--- src/rtl/ova_frame_crop_pkg.sv ---
`default_nettype none
// Shared definitions for ova_frame_crop: state encoding, counter width, luma coefficients.
package ova_frame_crop_pkg;

  localparam int CNT_W = 10;
  typedef logic [CNT_W-1:0] cnt_t;

  typedef enum logic [1:0] {
    S_IDLE   = 2'd0,
    S_BLANK  = 2'd1,
    S_ACTIVE = 2'd2,
    S_DROP   = 2'd3
  } state_t;

  localparam logic [15:0] GRAY_KR = 16'd77;
  localparam logic [15:0] GRAY_KG = 16'd150;
  localparam logic [15:0] GRAY_KB = 16'd29;

  function automatic cnt_t sat_inc(input cnt_t v, input cnt_t max);
    return (v >= max) ? max : cnt_t'(v + 1'b1);
  endfunction

endpackage
`default_nettype wire

--- src/rtl/ova_frame_crop_rgb2gray.sv ---
`default_nettype none
// ova_rgb2gray: one-cycle RGB565 to 8-bit luma stage.
// Only built when OVA_CROP_GRAY_EN is defined.
`ifdef OVA_CROP_GRAY_EN
module ova_rgb2gray
  import ova_frame_crop_pkg::*;
(
  input  logic        clk,
  input  logic        rst_n,
  input  logic        en,
  input  logic [15:0] rgb,
  output logic [7:0]  y
);

  logic [7:0]  r8, g8, b8;
  logic [15:0] sum;

  // Replicate the top bits so full-scale 5/6-bit channels map to 255.
  always_comb begin
    r8  = {rgb[15:11], rgb[15:13]};
    g8  = {rgb[10:5],  rgb[10:9]};
    b8  = {rgb[4:0],   rgb[4:2]};
    sum = GRAY_KR * {8'h00, r8} + GRAY_KG * {8'h00, g8} + GRAY_KB * {8'h00, b8};
  end

  always_ff @(posedge clk or negedge rst_n) begin
    if (!rst_n) begin
      y <= 8'h00;
    end else if (en) begin
      y <= 8'(sum >> 8);
    end
  end

endmodule
`endif
`default_nettype wire

--- src/rtl/ova_frame_crop.sv ---
`default_nettype none
// ova_frame_crop: crops a window from a camera RGB565 stream into a write FIFO.
// Define OVA_CROP_GRAY_EN to emit {8'h00, luma} with 2-cycle latency instead of RGB565.
module ova_frame_crop
  import ova_frame_crop_pkg::*;
#(
  parameter int IMG_W   = 640,
  parameter int IMG_H   = 480,
  parameter int CROP_X0 = 160,
  parameter int CROP_Y0 = 120,
  parameter int CROP_W  = 320,
  parameter int CROP_H  = 240
) (
  input  logic        i_pclk,
  input  logic        rst_n,
  input  logic [15:0] i_data,
  input  logic        i_data_vld,
  input  logic        href,
  input  logic        vsync,
  input  logic        i_fifo_full,
  output logic [15:0] o_wr_data,
  output logic        o_wr_en,
  output logic        o_frame_start,
  output logic        o_frame_done,
  output logic        o_overflow
);

  localparam cnt_t COL_MAX = cnt_t'(IMG_W - 1);
  localparam cnt_t LIN_MAX = cnt_t'(IMG_H - 1);
  localparam cnt_t X_LO    = cnt_t'(CROP_X0);
  localparam cnt_t X_HI    = cnt_t'(CROP_X0 + CROP_W);
  localparam cnt_t Y_LO    = cnt_t'(CROP_Y0);
  localparam cnt_t Y_HI    = cnt_t'(CROP_Y0 + CROP_H);
  localparam cnt_t X_LAST  = cnt_t'(CROP_X0 + CROP_W - 1);
  localparam cnt_t Y_LAST  = cnt_t'(CROP_Y0 + CROP_H - 1);

  state_t state;
  logic   vsync_q, href_q;
  cnt_t   col, line, cur_col;
  logic   vs_rise, vs_fall, href_rise, href_fall;
  logic   col_inc, in_win, take, wr_ok, is_last, start_now;

  // A pixel arriving on the href rising cycle is column 0 of its line.
  always_comb begin
    vs_rise   = vsync & ~vsync_q;
    vs_fall   = ~vsync & vsync_q;
    href_rise = href & ~href_q;
    href_fall = ~href & href_q;
    cur_col   = href_rise ? '0 : col;
    col_inc   = i_data_vld & href & ~vsync;
    in_win    = (cur_col >= X_LO) && (cur_col < X_HI) && (line >= Y_LO) && (line < Y_HI);
    take      = (state == S_ACTIVE) && col_inc && in_win;
    wr_ok     = take && !i_fifo_full;
    is_last   = (line == Y_LAST) && (cur_col == X_LAST);
    start_now = (state == S_BLANK) && vs_fall;
  end

  always_ff @(posedge i_pclk or negedge rst_n) begin
    if (!rst_n) begin
      state         <= S_IDLE;
      vsync_q       <= 1'b0;
      href_q        <= 1'b0;
      col           <= '0;
      line          <= '0;
      o_frame_start <= 1'b0;
      o_overflow    <= 1'b0;
    end else begin
      vsync_q       <= vsync;
      href_q        <= href;
      o_frame_start <= start_now;
      case (state)
        S_IDLE:   if (vsync) state <= S_BLANK;
        S_BLANK:  if (vs_fall) state <= S_ACTIVE;
        S_ACTIVE: begin
          if (vs_rise) state <= S_BLANK;
          else if (take && i_fifo_full) state <= S_DROP;
        end
        S_DROP:   if (vs_rise) state <= S_BLANK;
        default:  state <= S_IDLE;
      endcase
      if (start_now) begin
        col        <= '0;
        line       <= '0;
        o_overflow <= 1'b0;
      end else begin
        if (take && i_fifo_full) o_overflow <= 1'b1;
        col <= col_inc ? sat_inc(cur_col, COL_MAX) : cur_col;
        if (href_fall) line <= sat_inc(line, LIN_MAX);
      end
    end
  end

`ifdef OVA_CROP_GRAY_EN
  logic       wr_q, last_q;
  logic [7:0] y;

  ova_rgb2gray u_rgb2gray (
    .clk   (i_pclk),
    .rst_n (rst_n),
    .en    (wr_ok),
    .rgb   (i_data),
    .y     (y)
  );

  // Strobe and done ride one stage behind the luma multiplier to stay aligned.
  always_ff @(posedge i_pclk or negedge rst_n) begin
    if (!rst_n) begin
      wr_q         <= 1'b0;
      last_q       <= 1'b0;
      o_wr_en      <= 1'b0;
      o_frame_done <= 1'b0;
      o_wr_data    <= 16'h0000;
    end else begin
      wr_q         <= wr_ok;
      last_q       <= wr_ok && is_last;
      o_wr_en      <= wr_q;
      o_frame_done <= last_q;
      if (wr_q) o_wr_data <= {8'h00, y};
    end
  end
`else
  always_ff @(posedge i_pclk or negedge rst_n) begin
    if (!rst_n) begin
      o_wr_en      <= 1'b0;
      o_frame_done <= 1'b0;
      o_wr_data    <= 16'h0000;
    end else begin
      o_wr_en      <= wr_ok;
      o_frame_done <= wr_ok && is_last;
      if (wr_ok) o_wr_data <= i_data;
    end
  end
`endif

endmodule
`default_nettype wire
--- config.mk ---
export PLATFORM = sky130hd
export DESIGN_NAME = ova_frame_crop
export DESIGN_NICKNAME = d
export VERILOG_FILES = /design/src/rtl/ova_frame_crop_pkg.sv /design/src/rtl/ova_frame_crop_rgb2gray.sv /design/src/rtl/ova_frame_crop.sv
export SDC_FILE = /design/constraint.sdc
export NUM_CORES = 1
export LEC_CHECK = 0
export ABC_AREA = 1
export ABC_CLOCK_PERIOD_IN_PS = 2600
export CAP_MARGIN = 20
export CORE_MARGIN = 5
export CORE_UTILIZATION = 30
export CTS_CLUSTER_DIAMETER = 80
export CTS_CLUSTER_SIZE = 10
export DETAILED_ROUTE_END_ITERATION = 8
export GPL_ROUTABILITY_DRIVEN = 0
export PLACE_DENSITY = 0.59
export RECOVER_POWER = 25
export SLEW_MARGIN = 20
export SYNTH_ARGS = -nofsm -noshare
export SYNTH_HDL_FRONTEND = slang
export SYNTH_SLANG_ARGS = --single-unit
--- constraint.sdc ---
create_clock -name i_pclk -period 2.6 [get_ports i_pclk]
set_input_delay 0.52 -clock i_pclk [delete_from_list [all_inputs] [get_ports i_pclk]]
set_output_delay 0.52 -clock i_pclk [all_outputs]
set_load 0.03 [all_outputs]
# --- After elaboration in Yosys (flattened, before gate mapping) ---
# Index checks and enable logic that the tools add are counted.
# W data, S select, Z words.
totals:
  register_bits: 44
  in_bits: 22
  elab_cells: 67
classes:
  bitwise: 10
  n_reduce_logical: 15
  mux: 15
  addsub: 2
  eq_ne: 9
  n_lt_le_gt_ge: 6
op_table:
  columns: ["op", "n"]
  rows:
  - ["$mux W10", 7]
  - ["$add A10 B1 Y10 const B", 2]
  - ["$eq A10 B9 Y1 const B", 2]
  - ["$lt A10 B9 Y1 const B", 2]
  - ["$ge A10 B10 Y1 const B", 1]
  - ["$ge A10 B7 Y1 const B", 1]
  - ["$ge A10 B8 Y1 const B", 1]
  - ["$ge A10 B9 Y1 const B", 1]
  - ["$logic_and A1 B1 Y1", 10]
  - ["$mux W2", 5]
  - ["$pmux W2 S4", 1]
  - ["$and A1 B1 Y1", 6]
  - ["$ne A2 B2 Y1 const B", 3]
  - ["$eq A2 B2 Y1 const B", 2]
  - ["$not A1 Y1", 4]
  - ["$reduce_and A4 Y1", 1]
  - ["$reduce_bool A2 Y1", 2]
  - ["$ne A3 B2 Y1 const B", 1]
  - ["$eq A2 B1 Y1 const B", 1]
  - ["$logic_not A2 Y1", 1]
  - ["$mux W1", 2]
  - ["$logic_not A1 Y1", 1]

# --- Longest topological paths before layout ---
# Gate-level depths: netlist (run 1).
logic_depth:
  word_depth: 12
  depth_mapped: 13
  depth_no_buf: 12

# --- Least setup slack after synthesis (run 1) ---
# Ideal clock, no wire load.
synth_path:
  path_kind: "input to register"
  from: "in href"
  to: "reg col[8]"
  arrival_ps: 1700
  setup_slack_ps: 782
  stages: 10
  n_path_buf: 1
  cell_sequence: "nand2_2 > buf_6 > nand2_1 > inv_1 > ha_1 > nand2_1 > nor3_1 > nand4_1 > xor2_1 > nor2_1"
synth_between:
  elab_chain_len: 6
  elab_cells_between_ends: 9
  cone_classes: "add/sub: 1; order compare: 1; mux: 4; bitwise: 3"
synth_rtl:
  columns: ["item", "line_no", "rtl"]
  rows:
  - ["start: declaration", "ova_frame_crop.sv:18", "input logic href,"]
  - ["$and A1 B1 Y1", "ova_frame_crop.sv:47", "href_rise = href & ~href_q;"]
  - ["$mux W10", "ova_frame_crop.sv:49", "cur_col = href_rise ? '0 : col;"]
  - ["$add A10 B1 Y10 or $ge A10 B10 Y1 (tied branches)", "ova_frame_crop_pkg.sv:20", "return (v >= max) ? max : cnt_t'(v + 1'b1);"]
  - ["$mux W10", "ova_frame_crop_pkg.sv:20", null]
  - ["$mux W10 *", "ova_frame_crop.sv:87", "col <= col_inc ? sat_inc(cur_col, COL_MAX) : cur_col;"]
  - ["$mux W10 *", "ova_frame_crop.sv:81", "if (start_now) begin"]
  - ["end signal: assignment", "ova_frame_crop.sv:87", null]
  - ["end: declaration", "ova_frame_crop.sv:39", "cnt_t col, line, cur_col;"]
# Mark *: on every way between the ends. The rest lies on a longest branch, timed or not.
# A chain may end at the register's enable or synchronous reset.

# --- Final worst setup path (run 1) ---
# Same ends and word-level chain as after synthesis.

==> metrics, run 1 <==
outcome finished, final reports clean; Crit Path Category in -> reg; total CTS buffers 5; Clock Latency Late Sink 0.30 ns; first-pass GRT wire length 9.280 mm; Chip Width 97.44 um; Worst Tran Pin Value 1.419 ns; VDD IR max 0.2553 mV; vias 1,914; grt ovf 0; number of synthesized flops with an enable pin 0; vias per inst 4.431; DRT antenna net count 0; ANT cells 0; Req. time, crit path 2.83 ns; drt total wl 5.288 mm; synthesized flop and latch total 44; chip height 97.44 um; Worst Skew 0.008196 ns; Max Cap Viol 0; Worst setup EP type flop; # DRC 0; DR iter-0 viols 80; CP cell instances clkdlybuf4s50_1, nand2_2, nand2_1, inv_1, ha_1, nand2_1, nor3_1, nand4_1, xor2_1, nor2_1; CP top delay family simple AND/OR/NAND/NOR gates; Arr. time, crit path 2.25 ns; drt wl/cell 12.24 um; Final Util 39.77%; top-count cell post-synth nand2_1; post-synthesis cell count 281; Max Buffers Root-to-Sink 2; busiest metal layer after global routing met2; final slew viol count 0; Starting Density 31.29%; setup TNS 0 ns; CTS Hold Bufs 0; Async SR Flop Fraction 100.0%; syn_nets 312; top_reg_cell synth dfrtp_1; M2 GR Usage 20.19%; Tmin final 2.024 ns; Yosys warnings 0; cts repair resizes 0; Place WS 0.2460 ns; core footprint 0.007331 mm^2; site row count 31; nets@finish 363; Post-synth top cells nand2_1, dfrtp_1, inv_1; input/output buffers 41; H-tree depth 2; clock root buffer clkbuf_8; largest stage delay on the critical path 0.43 ns; LEAKAGE 1.403 nW; Fmax 494.0 MHz; Total GRT Usage 11.74%; startpoint types primary input; clock slew at reported path FFs 0.09 ns; Syn Area/Cell 8.162 um^2; Worst Slack Setup Final 0.5757 ns; RSZ-0062 raised after global routing no; pin count of the biggest net entering global routing 28; num ports 42; TritonCTS clock tree built; Synth top area share 48.01%; WHS 0.4851 ns; M3 GR Usage 1.866%; Rel. slew slack 5.377%; most used cell, CP nand2_1; final setup vio count 0; Die ar. 0.009494 mm^2; sequential cell area fraction in the yosys report 48.01%; Synth Cell Area 0.002293 mm^2; power per cell area 545.1 mW/mm^2; synthesis-to-finish area growth 27.11%; ranking of synthesized cells by area dfrtp_1, nand2_1, inv_1; FILL cells 738; crit-path max FO 3; GR Layer Usage met1 14.71%; Hold Path Class reg -> reg; setup bufs post-CTS 0; share of cells above drive strength 1 7.207%; critical path buffer and inverter count 2; number of global-route vias before repair 2,003; Tcrit/Tclk final 77.86%; post-synth cell types 30; Final Hold Vio Count 0; DP HPWL 4.070 mm; DR pass1 iterations 4; post-synth top area cell dfrtp_1; CP max stage cell clkdlybuf4s50_1; clock sinks 44; initial antenna violation count 0
[cells by family (layout without fill, tap and decap cells)]
group                    after synthesis  after routing  share of synthesized area (%)
AO/OA/AOI/OAI                         38             38                          9.002
XOR/XNOR                               6              6                          2.292
adder cells (fa/ha/maj)                9              9                          4.910
buffers and inverters                 38             90                          7.692
flip-flops                            44             44                          48.01
AND/OR/NAND/NOR                      146            146                          28.10
[worst register-to-register path, stage by stage, from the launching register on]
cell and delay (ns):
dfrtp_1 0.34, inv_1 0.07, nand2_2 0.10, nand2_1 0.07, inv_1 0.08, ha_1 0.16
nand2_1 0.07, nor3_1 0.38, nand4_1 0.16, xor2_1 0.17, nor2_1 0.09
[cells in the final DEF (no fill, tap or decap)]
cell type        synthesis  final
o311ai_0                 1      1
nand3_2                  2      2
nand2_4                  1      1
o211ai_1                 1      1
clkinv_1                 1      1
clkinvlp_4               0      1
dfrtp_1                 44     44
nand4_1                  4      4
nand2_1                 90     90
buf_4                    0      5
nand2_2                  1      1
nor3_4                   1      1
inv_2                    2      2
clkdlybuf4s50_1          0     40
o22ai_1                  3      3
and2_4                   1      1
a21boi_0                 1      1
clkbuf_8                 0      5
nor2_2                   1      1
o21ai_0                 12     12
nand3_1                 16     16
clkinv_2                 0      1
nand2_8                  1      1
xor2_1                   3      3
ha_1                     9      9
inv_8                    1      1
clkbuf_1                 0      2
nor4_1                   1      1
nor2_1                  23     23
nor3_1                   4      4
a221oi_1                 1      1
inv_1                   31     31
xnor2_1                  3      3
a21oi_1                 19     19
inv_6                    0      1
[per-stage QoR]
| stage | std cells | cell area (um^2) | total power, mW |
|---|---|---|---|
| global placement | 424 | 2830 | 1.154 |
| global route | 432 | 2915 | 1.718 |
| detailed placement | 424 | 2830 | 1.165 |
| CTS | 432 | 2920 | 1.617 |
| finish | 432 | 2915 | 1.589 |
| floorplan | 281 | 2293 | 1.033 |
[cell type report]
class                           count  area [um^2]  area share (%)
Sequential cell                    44         1101           37.77
Multi-Input combinational cell    199         1016           34.85
Timing Repair Buffer               47        445.4           15.28
Inverter                           35        138.9           4.764
Tap cell                           99        123.9           4.249
Clock buffer                        5        68.82           2.361
Clock inverter                      3        21.27          0.7296
[final timing paths]
check / start / endpoint / slack (ns) / cells past startpoint
max: href / col[8] / 0.58 / 10
min: o_wr_data[10] / o_wr_data[10] / 0.49 / 2
max reg2reg: href_q / col[8] / 0.85 / 10
min reg2reg: o_wr_data[10] / o_wr_data[10] / 0.49 / 2
max in group asynchronous: rst_n / col[0] / 1.06 / 2
min in group asynchronous: rst_n / o_wr_data[7] / 0.53 / 1
[state kept, by name (all words and copies together) (netlist names)]
name,flops
o_wr_data,16
href_q,1
o_overflow,1
o_frame_start,1
state,2
vsync_q,1
line,10
col,10
o_wr_en,1
o_frame_done,1
[layer usage]
metal	wire (um)	part of all wire, %
met1	2366	45
met2	2635	50
met3	181	3.4
met4	104	2.0
met5	0	0
[where the power goes]
group	total (mW)	switching [mW]	internal (mW)	leakage, nW
clock network	0.443	0.252	0.191	0.0445
registers	0.802	0.0596	0.742	0.600
logic	0.345	0.204	0.141	0.758
Note: power is estimated with default switching activity, not from simulation.
==> run 2, diff against run 1 <==
ABC_CLOCK_PERIOD_IN_PS = 1800   (was 2600)
PLACE_DENSITY = 0.6   (was 0.59)
clock period = 1.8 ns   (was 2.6 ns; I/O delays follow)
==> run 2 against run 1 <==
- clock power rose by 69%
- global-route usage rose by 0.14 points
- sequential power rose by 45%
- critical path depth fell by 9
- first-iteration DRC count rose by 25%
- via count rose by 8.4%
- non-clock buffer count rose by 21
- count of clock-buffer cells in the layout rose by 1
- largest cell class is now multi-input combinational cells
- largest power group unchanged
- highest routed layer unchanged
==> metrics, run 2 (same netlist as run 1, synthesis figures left out) <==
CP top delay family buffers and inverters (was simple AND/OR/NAND/NOR gates); FILL cells 718 (was 738); clock share of power 29.8% (was 27.8%); cell-internal power 1.752 mW (was 1.074 mW); Place WS -0.4272 ns (was 0.2460 ns); drt total wl 5.726 mm (was 5.288 mm); final setup vio count 0 (unchanged); drt wl/cell 12.56 um (was 12.24 um); Tcrit/Tclk final 94.17%; Rel. slew slack 25.18% (was 5.377%); CTS Hold Bufs 0 (unchanged); chip height 97.44 um (unchanged); Die ar. 0.009494 mm^2 (unchanged); input/output buffers 41 (unchanged); reg-to-reg endpoint col[7] (was col[8]); total CTS buffers 5 (unchanged); vias per inst 4.550 (was 4.431); vias 2,075 (was 1,914); combinational fraction of design power 24.1% (was 21.7%); Worst setup EP type output pin (was flop); critical path buffer and inverter count 1 (was 2); site row count 31 (unchanged); DP HPWL 4.062 mm (was 4.070 mm); share of cells above drive strength 1 18.77% (was 7.207%); Largest register FFs 16 (unchanged); met1 WL 2.766 mm (was 2.366 mm); number of global-route vias before repair 2,009 (was 2,003); most common cell after layout, fill and taps aside nand2_1 (unchanged); DRT antenna net count 0 (unchanged); Reg power frac 46.1% (was 50.4%); clock sinks 44 (unchanged); crit-path max FO 2 (was 3); Final Power 2.510 mW (was 1.589 mW); Chip Width 97.44 um (unchanged); commonest cells after routing, fill and taps aside nand2_1, dfrtp_1, clkdlybuf4s50_1, inv_1, buf_4 (was nand2_1, dfrtp_1, clkdlybuf4s50_1, inv_1, nor2_1); met3 wire len 223 um (was 181 um); Finished Cell Area 0.003213 mm^2 (was 0.002915 mm^2); # DRC 0 (unchanged); Total GRT Usage 11.87% (was 11.74%); initial antenna violation count 0 (unchanged); TritonCTS clock tree built (unchanged); H-tree depth 2 (unchanged); Fmax 590.0 MHz; R2R Setup Slk 0.14 ns (was 0.85 ns); first-pass GRT wire length 9.411 mm (was 9.280 mm); grt ovf 0 (unchanged); reg2reg path depth 12 (was 10); setup TNS 0 ns (unchanged); Crit Path Category reg -> out (was in -> reg); Finished Layout Cells 456 (was 432); R2R Path Start href_q (unchanged); clock slew at reported path FFs 0.08 ns (was 0.09 ns); Max Cap Viol 0 (unchanged); Clock Latency Late Sink 0.30 ns (about the same); nets@finish 387 (was 363); largest stage delay on the critical path 0.68 ns (was 0.43 ns); VDD IR max 0.5021 mV (was 0.2553 mV); synthesis-to-finish area growth 40.10% (was 27.11%); power per cell area 781.3 mW/mm^2 (was 545.1 mW/mm^2); Post-DP Area 0.002980 mm^2 (was 0.002830 mm^2); num ports 42 (unchanged); Worst Slack Setup Final 0.1050 ns (was 0.5757 ns); top routing layer in use met4 (unchanged); pin count of the biggest net entering global routing 45 (was 28); Arr. time, crit path 1.34 ns (was 2.25 ns); CP cell instances clkdlybuf4s50_1 (was clkdlybuf4s50_1, nand2_2, nand2_1, inv_1, ha_1, nand2_1, nor3_1, nand4_1, xor2_1, nor2_1); Max Buffers Root-to-Sink 2 (unchanged); DR iter-0 viols 100 (was 80); Req. time, crit path 1.44 ns (was 2.83 ns); Sw Ratio 30.22% (was 32.43%); Starting Density 31.29% (unchanged); Worst Skew 0.004666 ns (was 0.008196 ns); core footprint 0.007331 mm^2 (unchanged); Tmin final 1.695 ns; met2 WL 2.681 mm (was 2.635 mm); Final Hold Vio Count 0 (unchanged); post-placement cell count 444 (was 424); ANT cells 0 (unchanged); Switch Pwr 0.7586 mW (was 0.5154 mW); clock root buffer clkbuf_8 (unchanged); Worst Tran Pin Value 1.122 ns (was 1.419 ns); Top Registers o_wr_data (16), col (10), line (10) (unchanged); startpoint types flop (was primary input); LEAKAGE 1.563 nW (was 1.403 nW); Hold Path Class in -> async (was reg -> reg); RSZ-0062 raised after global routing yes (was no); outcome finished, final reports clean (unchanged); final slew viol count 0 (unchanged); CP max stage cell clkdlybuf4s50_1 (unchanged); Largest Register o_wr_data (unchanged); DR pass1 iterations 5 (was 4)
## run 2: worst max path at each step
| stage | from | to | cells after the start |
|---|---|---|---|
| after CTS | href | o_wr_data[11] | 11 |
| after detailed placement | href | col[7] | 12 |
| after global routing | line[0] | line[2] | 9 |
| after global placement | href | col[7] | 12 |
| final | o_wr_data[12] | o_wr_data[12] | 1 |
| after floorplan | href | col[8] | 10 |
## run 2: what timing repair did
action	CTS	global route
resized for setup	5	20
gates cloned	0	3
pin swaps	1	3
setup endpoints to repair	7	36
setup buffers	0	1
## run 2: layer usage
layer  up-vias  track usage [%]
met5         -                0
met4         0            4.260
met3         8            3.087
met2        39            18.61
met1       977            15.78
li1       1051                -
## run 2: power by group through the flow
stage          Combinational, mW  Clock, mW  Sequential, mW
2_1_floorplan              0.323          0            1.17
3_3_place_gp               0.551          0            1.17
3_5_place_dp               0.561          0            1.17
4_1_cts                    0.568      0.771            1.15
5_1_grt                    0.698      0.819            1.17
6_report                   0.606      0.748            1.16
## run 2: area by class of cell
| class | count | area [um^2] | share of cell area [%] |
|---|---|---|---|
| clock buffers | 6 | 72.57 | 2.259 |
| clock inverters | 2 | 35.03 | 1.090 |
| inverters | 35 | 143.9 | 4.478 |
| multi-input cells | 201 | 1120 | 34.85 |
| flip-flops and latches | 44 | 1101 | 34.27 |
| well taps | 99 | 123.9 | 3.855 |
| repair buffers | 68 | 608.1 | 18.93 |
| repair inverters | 1 | 8.758 | 0.2726 |
## run 2: through the flow
step	hold WS (ns)	util, %
2_1_floorplan	0.06441	-
3_3_place_gp	0.4629	40.66
3_5_place_dp	0.4651	40.66
4_1_cts	0.1599	42.46
5_1_grt	0.4465	43.83
6_report	0.3499	43.83
==> run 3, diff against run 2 <==
CORE_UTILIZATION = 49   (was 30)
CTS_BUF_LIST = sky130_fd_sc_hd__clkbuf_8   (was unset)
PLACE_DENSITY = 0.86   (was 0.6)
==> run 3 against run 2 <==
- register-to-register slack worse by 0.07 ns
- critical path depth unchanged
- highest routed layer unchanged
- combinational power down 1%
- critical endpoint unchanged
==> metrics, run 3 (same netlist as run 1, synthesis figures left out) <==
outcome finished, final reports clean (unchanged); FILL cells 338 (was 718); TritonCTS clock tree built (unchanged); clock slew at reported path FFs 0.09 ns (was 0.08 ns); Largest register FFs 16 (unchanged); Tcrit/Tclk final 96.18% (was 94.17%); critical path buffer and inverter count 1 (unchanged); num ports 42 (unchanged); DRT antenna net count 0 (unchanged); post-placement cell count 393 (was 444); synthesis-to-finish area growth 36.82% (was 40.10%); H-tree depth 2 (unchanged); Max Buffers Root-to-Sink 2 (unchanged); pin count of the biggest net entering global routing 45 (unchanged); Crit Path Category reg -> out (unchanged); Finished Layout Cells 406 (was 456); CP cell instances clkdlybuf4s50_1 (unchanged); Finished Cell Area 0.003138 mm^2 (was 0.003213 mm^2); setup TNS 0 ns (unchanged); Arr. time, crit path 1.37 ns (was 1.34 ns); CP top delay family buffers and inverters (unchanged); crit-path max FO 2 (unchanged); Total GRT Usage 21.43% (was 11.87%); Req. time, crit path 1.44 ns (about the same); clock sinks 44 (unchanged); largest stage delay on the critical path 0.71 ns (was 0.68 ns); final setup vio count 0 (unchanged); chip height 78.42 um (was 97.44 um); Clock Latency Late Sink 0.31 ns (was 0.30 ns); Post-DP Area 0.002892 mm^2 (was 0.002980 mm^2); core footprint 0.004444 mm^2 (was 0.007331 mm^2); Top Registers o_wr_data (16), col (10), line (10) (unchanged); drt wl/cell 15.57 um (was 12.56 um); Final Power 2.574 mW (was 2.510 mW); vias per inst 5.320 (was 4.550); ANT cells 0 (unchanged); Final Hold Vio Count 0 (unchanged); Largest Register o_wr_data (unchanged); Worst Skew 0.003128 ns (was 0.004666 ns); share of cells above drive strength 1 18.64% (was 18.77%); commonest cells after routing, fill and taps aside nand2_1, dfrtp_1, clkdlybuf4s50_1, inv_1, buf_4 (unchanged); DR pass1 iterations 4 (was 5); Die ar. 0.006149 mm^2 (was 0.009494 mm^2); # DRC 0 (unchanged); startpoint types flop (unchanged); Fmax 577.6 MHz (was 590.0 MHz); DP HPWL 4.147 mm (was 4.062 mm); input/output buffers 41 (unchanged); DR iter-0 viols 163 (was 100); total CTS buffers 5 (unchanged); first-pass GRT wire length 10.25 mm (was 9.411 mm); power per cell area 820.3 mW/mm^2 (was 781.3 mW/mm^2); vias 2,160 (was 2,075); most common cell after layout, fill and taps aside nand2_1 (unchanged); number of global-route vias before repair 2,214 (was 2,009); CTS Hold Bufs 0 (unchanged); grt ovf 0 (unchanged); drt total wl 6.320 mm (was 5.726 mm); LEAKAGE 1.551 nW (was 1.563 nW); CP max stage cell clkdlybuf4s50_1 (unchanged); site row count 24 (was 31); Starting Density 51.60% (was 31.29%); VDD IR max 0.7303 mV (was 0.5021 mV); final slew viol count 0 (unchanged); clock root buffer clkbuf_8 (unchanged); Hold Path Class in -> async (unchanged); initial antenna violation count 0 (unchanged); Rel. slew slack 28.12% (was 25.18%); Chip Width 78.42 um (was 97.44 um); Tmin final 1.731 ns (was 1.695 ns); nets@finish 384 (was 387); Worst Tran Pin Value 1.078 ns (was 1.122 ns); WHS 0.3140 ns (was 0.3499 ns); Max Cap Viol 0 (unchanged); Worst setup EP type output pin (unchanged)
## run 3: path summary, 6_finish.rpt
path,startpoint,to,slack [ns],depth (start not counted)
worst max-delay path,o_wr_data[12],o_wr_data[12],0.07,1
worst min-delay path,rst_n,line[0],0.31,2
worst max register to register,href_q,col[8],0.07,11
worst min register to register,o_wr_data[3],o_wr_data[3],0.49,2
max in group asynchronous,rst_n,o_wr_data[13],0.82,2
min in group i_pclk,href,href_q,0.41,2
## run 3: power breakdown
group	internal (mW)	switching (mW)	leakage, nW
Combinational	0.251	0.346	0.889
Clock	0.454	0.366	0.0614
Sequential	1.07	0.0851	0.600
## run 3: what timing repair did
item / CTS / global route
gates resized for setup: 7 / 18
pin swaps: 2 / 5
setup endpoints to repair: 11 / 35
cloned: 4 / 0
setup buffers: 1 / 0
## run 3: layout make-up
cell class | instances | area [um^2] | area share [%]
multi-input combinational | 201 | 1121 | 35.73
sequential | 44 | 1101 | 35.09
timing repair buffer | 64 | 578.1 | 18.42
inverter | 35 | 138.9 | 4.426
clock buffer | 6 | 82.58 | 2.632
tap | 52 | 65.06 | 2.073
clock inverter | 2 | 38.79 | 1.236
timing repair inverter | 2 | 12.51 | 0.3987
## run 3: routing by layer
metal / global-route usage [%] / vias up / part of all wire [%] / wire length (um)
li1: - / 1045 / - / -
met5: 0 / - / 0 / 0
met3: 4.577 / 24 / 4.2 / 265
met4: 10.31 / 0 / 4.5 / 286
met2: 38.27 / 71 / 53 / 3360
met1: 24.36 / 1020 / 38 / 2408
## run 3: worst register-to-register path, delay by kind of cell, from the launching register on
kind,cells,cell delay (ns)
fa+ha+maj,1,0.19
simple gates,6,0.60
xor+xnor,1,0.19
flops,1,0.34
buf+inv,3,0.30
## run 3: metrics by stage
stage               utilization [%]  setup slack [ns]
floorplan                         -            0.1419
global placement              65.06           -0.2578
detailed placement            65.06           -0.3819
CTS                           69.43          0.004368
global route                  70.61          -0.02458
finish                        70.61           0.06878
